==> src/rtl/ce_mem_responder_pkg.sv <==
// Shared constants, types and the write-back saturation helper for ce_mem_responder.
package ce_mem_responder_pkg;
  localparam int unsigned Ba       = 8;
  localparam int unsigned Bm       = 6;
  localparam int unsigned Bd       = 16;
  localparam int unsigned FRAC     = 8;
  localparam int unsigned PIPE_LAT = 2;
  localparam int unsigned N        = 2 ** Bm;
  localparam int unsigned ACC_W    = 2 * Bd + Ba;

  typedef enum logic {BANK0 = 1'b0, BANK1 = 1'b1} bank_t;

  typedef struct packed {
    logic                 clip;
    logic signed [Bd-1:0] val;
  } sat_t;

  // Clamp an accumulator-width value into the signed Bd range.
  function automatic sat_t sat_bd(input logic signed [ACC_W-1:0] x);
    sat_t r;
    logic signed [ACC_W-1:0] maxv;
    logic signed [ACC_W-1:0] minv;
    maxv = {{(ACC_W-Bd+1){1'b0}}, {(Bd-1){1'b1}}};
    minv = {{(ACC_W-Bd+1){1'b1}}, {(Bd-1){1'b0}}};
    if (x > maxv) begin
      r.val  = maxv[Bd-1:0];
      r.clip = 1'b1;
    end else if (x < minv) begin
      r.val  = minv[Bd-1:0];
      r.clip = 1'b1;
    end else begin
      r.val  = x[Bd-1:0];
      r.clip = 1'b0;
    end
    return r;
  endfunction
endpackage

==> src/rtl/ce_mem_responder_if.sv <==
// Sequencing/load bus between controlengine (master) and ce_mem_responder (slave).
interface ce_mem_responder_if;
  import ce_mem_responder_pkg::*;

  logic [Ba-1:0] rd_step;
  logic [Ba-1:0] wr_step;
  logic [Bm-1:0] source_addr;
  logic [Bm-1:0] dest_addr;
  logic          wren;
  logic [Bd-1:0] w_in;
  logic          layer_done;
  logic          load_en;
  logic [Bm-1:0] load_addr;
  logic [Bd-1:0] load_data;
  logic [Bd-1:0] rd_data;
  logic          wr_pulse;
  logic [Ba-1:0] wr_idx;
  logic          bank_sel;
  logic          busy;
  logic          sat;

  modport master (
    output rd_step, wr_step, source_addr, dest_addr, wren, w_in,
           layer_done, load_en, load_addr, load_data,
    input  rd_data, wr_pulse, wr_idx, bank_sel, busy, sat
  );

  modport slave (
    input  rd_step, wr_step, source_addr, dest_addr, wren, w_in,
           layer_done, load_en, load_addr, load_data,
    output rd_data, wr_pulse, wr_idx, bank_sel, busy, sat
  );
endinterface

==> src/rtl/ce_mem_responder_ram.sv <==
// ce_dual_bank_ram: ping-pong activation store. Registered read from the read bank,
// host writes land in the read bank, engine writes in the other one.
module ce_dual_bank_ram
  import ce_mem_responder_pkg::*;
(
  input  logic                 i_clk,
  input  logic                 i_rst,
  input  bank_t                i_rd_bank,
  input  logic [Bm-1:0]        i_rd_addr,
  output logic signed [Bd-1:0] o_rd_data,
  input  logic                 i_eng_we,
  input  logic [Bm-1:0]        i_eng_addr,
  input  logic [Bd-1:0]        i_eng_data,
  input  logic                 i_host_we,
  input  logic [Bm-1:0]        i_host_addr,
  input  logic [Bd-1:0]        i_host_data
);
  logic [Bd-1:0] r_mem0 [0:N-1];
  logic [Bd-1:0] r_mem1 [0:N-1];
  logic          w_we0, w_we1;
  logic [Bm-1:0] w_addr0, w_addr1;
  logic [Bd-1:0] w_data0, w_data1;
  logic signed [Bd-1:0] r_rd_data;

  // Each bank's single write port is owned by the host when it is the read bank, else by the engine.
  always_comb begin
    w_we0   = (i_rd_bank == BANK0) ? i_host_we   : i_eng_we;
    w_addr0 = (i_rd_bank == BANK0) ? i_host_addr : i_eng_addr;
    w_data0 = (i_rd_bank == BANK0) ? i_host_data : i_eng_data;
    w_we1   = (i_rd_bank == BANK1) ? i_host_we   : i_eng_we;
    w_addr1 = (i_rd_bank == BANK1) ? i_host_addr : i_eng_addr;
    w_data1 = (i_rd_bank == BANK1) ? i_host_data : i_eng_data;
  end

  // Bank storage; contents deliberately survive reset.
  always_ff @(posedge i_clk) begin
    if (w_we0) r_mem0[w_addr0] <= w_data0;
    if (w_we1) r_mem1[w_addr1] <= w_data1;
  end

  // Registered read port; a same-cycle write to the same word returns the old value.
  always_ff @(posedge i_clk) begin
    if (i_rst) r_rd_data <= '0;
    else       r_rd_data <= (i_rd_bank == BANK0) ? r_mem0[i_rd_addr] : r_mem1[i_rd_addr];
  end

  assign o_rd_data = r_rd_data;
endmodule

==> src/rtl/ce_mem_responder.sv <==
// ce_mem_responder: MAC responder owning the ping-pong activation memory.
// Optional feature: define CE_RESP_RELU_EN to clamp negative write-backs to zero.
module ce_mem_responder
  import ce_mem_responder_pkg::*;
(
  input  logic             clk,
  input  logic             rst,
  ce_mem_responder_if.slave bus
);
  logic [PIPE_LAT-1:0]     r_wren_dly;
  logic [Bm-1:0]           r_dest_s1;
  logic [Ba-1:0]           r_wstep_s1;
  logic [Ba-1:0]           r_rstep_s1;
  logic signed [Bd-1:0]    r_w_s1;
  logic signed [ACC_W-1:0] r_acc;
  bank_t                   r_bank_sel;
  logic                    r_pending;
  logic                    r_wr_pulse;
  logic [Ba-1:0]           r_wr_idx;
  logic                    r_sat;

  logic signed [Bd-1:0]    w_rd_data;
  logic signed [ACC_W-1:0] w_a, w_b, w_prod, w_acc_next;
  sat_t                    w_sat;
  logic signed [Bd-1:0]    w_wb_val;
  logic                    w_wb_clip;
  logic                    w_eng_we;
  logic                    w_busy;

  assign w_busy   = |r_wren_dly;
  // Write-back commits from the S1 product so the result lands together with wr_pulse.
  assign w_eng_we = r_wren_dly[0] & ~rst;

  ce_dual_bank_ram u_ram (
    .i_clk       (clk),
    .i_rst       (rst),
    .i_rd_bank   (r_bank_sel),
    .i_rd_addr   (bus.source_addr),
    .o_rd_data   (w_rd_data),
    .i_eng_we    (w_eng_we),
    .i_eng_addr  (r_dest_s1),
    .i_eng_data  (w_wb_val),
    .i_host_we   (bus.load_en),
    .i_host_addr (bus.load_addr),
    .i_host_data (bus.load_data)
  );

  // MAC datapath and saturating write-back value.
  always_comb begin
    w_a        = ACC_W'(w_rd_data);
    w_b        = ACC_W'(r_w_s1);
    w_prod     = w_a * w_b;
    w_acc_next = (r_rstep_s1 == '0) ? w_prod : r_acc + w_prod;
    w_sat      = sat_bd(w_acc_next >>> FRAC);
    w_wb_val   = w_sat.val;
    w_wb_clip  = w_sat.clip;
`ifdef CE_RESP_RELU_EN
    if (w_sat.val[Bd-1]) begin
      w_wb_val  = '0;
      w_wb_clip = 1'b0;
    end
`endif
  end

  // Pipeline alignment, accumulator, commit reporting and deferred bank swap.
  always_ff @(posedge clk) begin
    if (rst) begin
      r_wren_dly <= '0;
      r_dest_s1  <= '0;
      r_wstep_s1 <= '0;
      r_rstep_s1 <= '0;
      r_w_s1     <= '0;
      r_acc      <= '0;
      r_bank_sel <= BANK0;
      r_pending  <= 1'b0;
      r_wr_pulse <= 1'b0;
      r_wr_idx   <= '0;
      r_sat      <= 1'b0;
    end else begin
      r_wren_dly <= {r_wren_dly[PIPE_LAT-2:0], bus.wren};
      r_dest_s1  <= bus.dest_addr;
      r_wstep_s1 <= bus.wr_step;
      r_rstep_s1 <= bus.rd_step;
      r_w_s1     <= bus.w_in;
      r_acc      <= w_acc_next;
      r_wr_pulse <= r_wren_dly[0];
      if (r_wren_dly[0]) begin
        r_wr_idx <= r_wstep_s1;
        r_sat    <= r_sat | w_wb_clip;
      end
      // layer_done arriving while a swap is pending (incl. the swap cycle) is absorbed.
      if (r_pending && !w_busy) begin
        r_bank_sel <= (r_bank_sel == BANK0) ? BANK1 : BANK0;
        r_pending  <= 1'b0;
      end else if (bus.layer_done) begin
        r_pending <= 1'b1;
      end
    end
  end

  assign bus.rd_data  = w_rd_data;
  assign bus.wr_pulse = r_wr_pulse;
  assign bus.wr_idx   = r_wr_idx;
  assign bus.bank_sel = r_bank_sel;
  assign bus.busy     = w_busy;
  assign bus.sat      = r_sat;
endmodule

==> src/flat_wrapper.sv <==
// flat-port wrapper written by rule: the top's interface ports become plain ports
module ce_mem_responder_flat import ce_mem_responder_pkg::*;
  (clk, rst, bus_rd_step, bus_wr_step, bus_source_addr, bus_dest_addr, bus_wren, bus_w_in, bus_layer_done, bus_load_en, bus_load_addr, bus_load_data, bus_rd_data, bus_wr_pulse, bus_wr_idx, bus_bank_sel, bus_busy, bus_sat);
  ce_mem_responder_if bus_i ();
  input  logic clk;
  input  logic rst;
  input wire logic [$bits(bus_i.rd_step)-1:0] bus_rd_step;
  input wire logic [$bits(bus_i.wr_step)-1:0] bus_wr_step;
  input wire logic [$bits(bus_i.source_addr)-1:0] bus_source_addr;
  input wire logic [$bits(bus_i.dest_addr)-1:0] bus_dest_addr;
  input wire logic [$bits(bus_i.wren)-1:0] bus_wren;
  input wire logic [$bits(bus_i.w_in)-1:0] bus_w_in;
  input wire logic [$bits(bus_i.layer_done)-1:0] bus_layer_done;
  input wire logic [$bits(bus_i.load_en)-1:0] bus_load_en;
  input wire logic [$bits(bus_i.load_addr)-1:0] bus_load_addr;
  input wire logic [$bits(bus_i.load_data)-1:0] bus_load_data;
  output wire logic [$bits(bus_i.rd_data)-1:0] bus_rd_data;
  output wire logic [$bits(bus_i.wr_pulse)-1:0] bus_wr_pulse;
  output wire logic [$bits(bus_i.wr_idx)-1:0] bus_wr_idx;
  output wire logic [$bits(bus_i.bank_sel)-1:0] bus_bank_sel;
  output wire logic [$bits(bus_i.busy)-1:0] bus_busy;
  output wire logic [$bits(bus_i.sat)-1:0] bus_sat;
  assign bus_i.rd_step = bus_rd_step;
  assign bus_i.wr_step = bus_wr_step;
  assign bus_i.source_addr = bus_source_addr;
  assign bus_i.dest_addr = bus_dest_addr;
  assign bus_i.wren = bus_wren;
  assign bus_i.w_in = bus_w_in;
  assign bus_i.layer_done = bus_layer_done;
  assign bus_i.load_en = bus_load_en;
  assign bus_i.load_addr = bus_load_addr;
  assign bus_i.load_data = bus_load_data;
  assign bus_rd_data = bus_i.rd_data;
  assign bus_wr_pulse = bus_i.wr_pulse;
  assign bus_wr_idx = bus_i.wr_idx;
  assign bus_bank_sel = bus_i.bank_sel;
  assign bus_busy = bus_i.busy;
  assign bus_sat = bus_i.sat;
  ce_mem_responder u_core (.clk(clk), .rst(rst), .bus(bus_i));
endmodule
==> config.mk <==
export PLATFORM = sky130hd
export DESIGN_NAME = ce_mem_responder_flat
export DESIGN_NICKNAME = d
export VERILOG_FILES = /design/src/rtl/ce_mem_responder_pkg.sv /design/src/rtl/ce_mem_responder_if.sv /design/src/rtl/ce_mem_responder_ram.sv /design/src/rtl/ce_mem_responder.sv /design/src/flat_wrapper.sv
export SDC_FILE = /design/constraint.sdc
export NUM_CORES = 2
export LEC_CHECK = 0
export ABC_AREA = 1
export BUFFER_PORTS_ARGS = -buffer_cell sky130_fd_sc_hd__buf_2
export CORE_ASPECT_RATIO = 1.1
export CORE_MARGIN = 5
export CORE_UTILIZATION = 29
export CTS_CLUSTER_DIAMETER = 200
export CTS_CLUSTER_SIZE = 16
export DETAILED_ROUTE_END_ITERATION = 10
export GPL_TIMING_DRIVEN = 0
export PLACE_DENSITY = 0.46
export SLEW_MARGIN = 20
export SYNTH_ARGS = -nofsm -noshare
export SYNTH_HDL_FRONTEND = slang
export SYNTH_HIERARCHICAL = 1
export SYNTH_SLANG_ARGS = --single-unit
==> constraint.sdc <==
create_clock -name clk -period 9.95 [get_ports clk]
set_input_delay 1.4925 -clock clk [delete_from_list [all_inputs] [get_ports clk]]
set_output_delay 1.4925 -clock clk [all_outputs]
set_load 0.05 [all_outputs]
# Word-level counts from Yosys, hierarchy flattened
# Memory sizes are Yosys's and may differ from the RTL's.
# Index checks and enable logic that the tools add are counted.
totals:
  ram_bits: 2048
  ff_bits: 108
  n_memories: 2
  output_inout_bits: 28
mem_list:
  columns: ["memory", "depth", "word_bits", "read_ports", "rd_clocked_by_memory_dff", "write_ports", "line", "rtl"]
  rows:
  - ["u_core.u_ram.r_mem0", 64, 16, 1, 0, 1, "ce_mem_responder_ram.sv:18", "logic [Bd-1:0] r_mem0 [0:N-1];"]
  - ["u_core.u_ram.r_mem1", 64, 16, 1, 0, 1, "ce_mem_responder_ram.sv:19", "logic [Bd-1:0] r_mem1 [0:N-1];"]
classes:
  mul: 1
  order_cmp: 2
  add_sub_neg: 1
  bitwise: 3
  n_mux: 15
  n_reduce_logical: 5
op_table:
  columns: ["operator", "n"]
  rows:
  - ["2-to-1 mux 16 bit", 3]
  - ["adder 40 bit", 1]
  - ["2-to-1 mux 40 bit", 1]
  - ["2-to-1 mux 17 bit", 2]
  - ["> comparator 32 x 16 -> 1 bit (second input constant)", 1]
  - ["< comparator 32 x 16 -> 1 bit (second input constant)", 1]
  - ["multiplier 16 x 16 -> 32 bit", 1]
  - ["2-to-1 mux 6 bit", 2]
  - ["zero test 8 bit", 1]
  - ["2-to-1 mux 1 bit", 7]
  - ["OR reduction 2 bit", 2]
  - ["AND 1 bit", 1]
  - ["logical AND 1 bit", 1]
  - ["zero test 1 bit", 1]
  - ["NOT 1 bit", 1]
  - ["bitwise OR 1 bit", 1]

# Logic depth before layout (Yosys ltp)
depth:
  word_depth: 7
  ltp_mapped: 49

# Cells and area by module
# The synthesis kept the hierarchy.
modules_own_cells:
  columns: ["mod", "cells_each", "area_per_inst_um2", "n_inst", "seq_area_each_um2"]
  rows:
  - ["ce_dual_bank_ram", 7027, 83725.3, 1, 61819.3]
  - ["ce_mem_responder", 2591, 17345.4, 1, 1821.7]

# Worst setup path after synthesis
# Ideal clock, no wire load.
synth_path:
  path_kind: "reg-to-reg"
  from: "register u_core.u_ram.r_rd_data[15] (netlist: u_core/u_ram/o_rd_data[15])"
  to: "memory u_core.u_ram.r_mem1[0][8] (data pin)"
  required_ns: 9.248
  period_less_slack_ns: 10.893
  stages_incl_launch_ff: 43
  arrival_ns: 10.191
  slack_ns: -0.943
  cell_sequence: "dfxtp_1 clkbuf_1 nand2_1 inv_1 fa_1 inv_1 fa_1 inv_1 fa_1 fa_1 inv_1 fa_1 inv_1 fa_1 ha_1 inv_1 o21ai_0 nand3_1 [7 not listed] ha_1 nand2_1 nor2_1 inv_1 nor3_1 nand3_1 nand4_1 nand3_1 nand2_1 nand3_1 nor2_1 nand3_1 nand2_2 buf_6 nand3_1 nand2_1 inv_1 o21ai_0"
synth_rtl:
  columns: ["item", "line", "rtl"]
  rows:
  - ["start: declaration", "ce_mem_responder_ram.sv:23", "logic signed [Bd-1:0] r_rd_data;"]
  - ["start signal: assignment", "ce_mem_responder_ram.sv:44", "else r_rd_data <= (i_rd_bank == BANK0) ? r_mem0[i_rd_addr] : r_mem1[i_rd_addr];"]
  - ["end: declaration", "ce_mem_responder_ram.sv:19", null]

==> impl_results.md <==
* Outcome: complete, no violations
* Power Dens Cells at 323 nW/um^2
* Ratio of cells with drive above 1 in the final layout at 0.121
* Peak VDD IR at roughly 0.00036 V
* Netlist Area Pre-Place at about 100,000 sq um
* H-tree levels at 4
* Cell taking the most area after synthesis: edfxtp_1
* Vias in the first global route at approximately 73,000
* Final wirelength at approximately 420,000 um
* Drt first pass iters at 5
* EDFF count, synth at a little over 2,000
* Max clock buf depth at 4
* Final hold vios at 0
* CP top delay family: adder cells
* Detailed placement HPWL at just over 300,000 um
* Commonest cells in the netlist: 3,014 x nand2_1, 2,054 x nand3_1, 2,048 x edfxtp_1
* Core box area at about 350,000 sq um
* Max-Slew Margin vs Limit at 0.164
* Global-route wire length before repair at 575,000 um
* Setup skew after layout at approximately 0.065 ns
* Finish-stage setup viols at 0
* Layout filler cell count at 35,000
* Dominant synthesized flop cell: edfxtp_1
* Ys Warns at 6
* Largest stage delay, worst path at 0.52 ns
* I/O pins at approximately 100
* Min-Delay Path Class: reg2reg
* Worst EP arrival at between 10 and 15 ns
* Chip Width at 573 um
* Height of the die at around 630 um
* CTS Sinks at 2,155
* WP buf/inv at 14
* Crit path max fanout at 22
* Min-delay src: u_core/r_wstep_s1[0]
* Die ar. at ~360,000 sq um
* Gr ovfl total at 0
* DR vias/cell at ~5.1
* Ys async rst share at 0
* Leakage power at between 40 and 50 nW
* Final worst slack at approximately 0.42 ns
* DP Worst Slack at -1.29 ns
* Number of cells on the critical path at 47
* Tot GR Track Use at 0.224
* CTS tree: done
* Post-synthesis mux area share at 0
* Crit-path slowest cell: fa_1
* Max-slew violations at 0
* Critical path launch point type: flop
* Post-synthesis xor/xnor area fraction at 0.00225
* Wire length per cell at around 28 um
* Capture point of the worst path: u_core/u_ram/r_mem1[57][7]
* DRC at 0
* FP Rows at approximately 230
* DR iter-0 viols at 7,733
* Kind of critical path: reg2reg
* Area Growth Syn to Fin at 16.7%
* Register bit total from synthesis at around 2,200
* Nets at approximately 11,000
* Synthesized net count at 10,100
* Yosys cell types at 48
* Worst-path clk slew at approximately 0.070 ns
* CP dominant cell by count: nand2_1
* Port Buffers at 94
* Worst reg2reg path startpoint: u_core/u_ram/o_rd_data[12]
* Largest net degree at the start of global routing at 31
* CTS Root Cell: clkbuf_16
* MaxCap Viol Count at 0
* Compound-Gate Fraction of Synth Area at 0.00983
* R2R depth at 47
* WP data required at about 11 ns
* Post-Synthesis Cells at between 9,000 and 10,000
* Top-area cell type share of the netlist area at 0.608
* Gp weighted congestion at roughly 1
* Fmax at roughly 0.10 GHz
* Initial Util at 0.291
* Largest family of logic cells by synthesized area: simple AND/OR/NAND/NOR gates
* Synth Area in Adders at 0.0672
* Worst-Skew Late Latency at slightly below 0.9 ns
* Num CTS Buffers at about 160
* Vias after detailed routing at around 75,000
* Worst-margin pin slew at roughly 1.3 ns
* Antenna violations before repair at 33
* Final period util at 0.958
* Cell with the most instances after synthesis: nand2_1
* Synth top area cells: edfxtp_1 61%, nand2_1 11%, nand3_1 10%
* Antenna viol nets, final at 0
* Syn avg cell area at approximately 11 sq um
* Final min period at ~9.5 ns
* Register area share after synthesis at 0.630
* Crit. End Element: flop
* Final core occ at 0.340
* Crit path launch: u_core/u_ram/o_rd_data[12]
* R2r endpoint: u_core/u_ram/r_mem1[57][7]
* Simple-Gate Fraction of Synth Area at 0.235
* R2R setup slack at ~0.42 ns
[logic make-up (layout without fill, tap and decap cells)]
| logic type | after synthesis | count (layout) |
|---|---|---|
| AOI/OAI and AO/OA | 183 | 183 |
| xor gates and xnor gates | 26 | 26 |
| other | 0 | 11 |
| adders and majority gates | 385 | 385 |
| buffers and inverters | 1303 | 1824 |
| and+or+nand+nor | 5566 | 5566 |
| DFF | 2155 | 2155 |
[worst min path at each step]
stage                                      end  slack [ns]  depth (start not counted)
after floorplan           u_core/bus.wr_idx[0]        0.43                          2
after global placement    u_core/bus.wr_idx[0]        0.43                          2
after detailed placement  u_core/bus.wr_idx[3]        0.44                          2
after CTS                 u_core/bus.wr_idx[3]        0.46                          2
after global routing      u_core/bus.wr_idx[0]        0.48                          2
final                     u_core/bus.wr_idx[0]        0.46                          2
[flip-flops by register name, indices dropped and copies added (netlist names), 2 cells and up]
signal                  cells
u_core/bus.wr_idx           8
u_core/r_acc               40
u_core/r_dest_s1            6
u_core/r_rstep_s1           8
u_core/r_w_s1              16
u_core/r_wren_dly           2
u_core/r_wstep_s1           8
u_core/u_ram/o_rd_data     16
u_core/u_ram/r_mem0      1024
u_core/u_ram/r_mem1      1024
[per-stage QoR]
step	setup TNS, ns	instance area, sq um	cells	total power (W)	hold slack, ns
3_3_place_gp	-9499.73	107000	14300	0.0263	0.435
2_1_floorplan	0	101000	9618	0.0211	0.431
3_5_place_dp	-1462.04	112000	14500	0.0303	0.441
5_1_grt	-7.95	118000	14700	0.0398	0.483
4_1_cts	0	117000	14700	0.0375	0.464
6_report	0	118000	14700	0.0381	0.462
[metal layers]
| metal | vias to the layer above | GRT usage | share of wire | routed length [um] |
|---|---|---|---|---|
| li1 | 33300 | - | - | - |
| met1 | 37700 | 0.281 | 0.39 | 164000 |
| met2 | 3090 | 0.378 | 0.48 | 199000 |
| met3 | 782 | 0.0299 | 0.067 | 27900 |
| met4 | 8 | 0.115 | 0.063 | 26100 |
| met5 | - | 0 | 0.00012 | 52 |
[worst min-delay path, stage by stage, from the launching register on]
cell and delay [ns]:
dfxtp_1 0.31, nor2_1 0.04, nor2_1 0.08
[placed cells by master (no fill, tap or decap), types with 12 or more instances in the layout]
cell,instances
nand2_1,2997
o21ai_4,16
nand2_2,25
nor2_1,248
buf_2,347
xor2_1,14
a21oi_2,12
ha_4,12
clkbuf_4,24
or2_2,17
nand4_1,29
ha_1,101
clkbuf_16,163
dfxtp_1,88
buf_12,56
dfxtp_2,13
buf_4,137
fa_1,262
o21ai_1,12
o21ai_0,46
clkbuf_2,28
buf_16,96
edfxtp_1,2048
inv_1,753
buf_6,24
a21oi_1,58
a21oi_4,18
buf_1,52
clkbuf_1,112
nor2_2,31
nor2_4,117
nand3_1,2047
[report_power, final]
group / switching, W / total (W) / internal [W]
combinational: 0.0121 / 0.0182 / 0.00606
clock: 0.00320 / 0.00619 / 0.00299
sequential: 0.0000891 / 0.0137 / 0.0136
[final cells by class]
class	instances	area, sq um	area share
Buffer	523	2880	0.0244
Timing Repair Buffer	325	4880	0.0414
Sequential cell	2155	63700	0.540
Antenna cell	11	27.5	0.000233
Clock buffer	201	4200	0.0356
Inverter	766	2890	0.0245
Multi-Input combinational cell	6160	33600	0.284
Tap cell	4580	5730	0.0486
Clock inverter	9	125	0.00106
[what timing repair did]
action / in CTS / in global routing
resized for setup: 102 / 122
setup buffers: 40 / 20
pin swaps: 6 / 14
gates cloned: 0 / 1
hold buffers: 0 / 0
setup endpoints to repair: 2022 / 1967
Note: power is estimated with default switching activity, not from simulation.
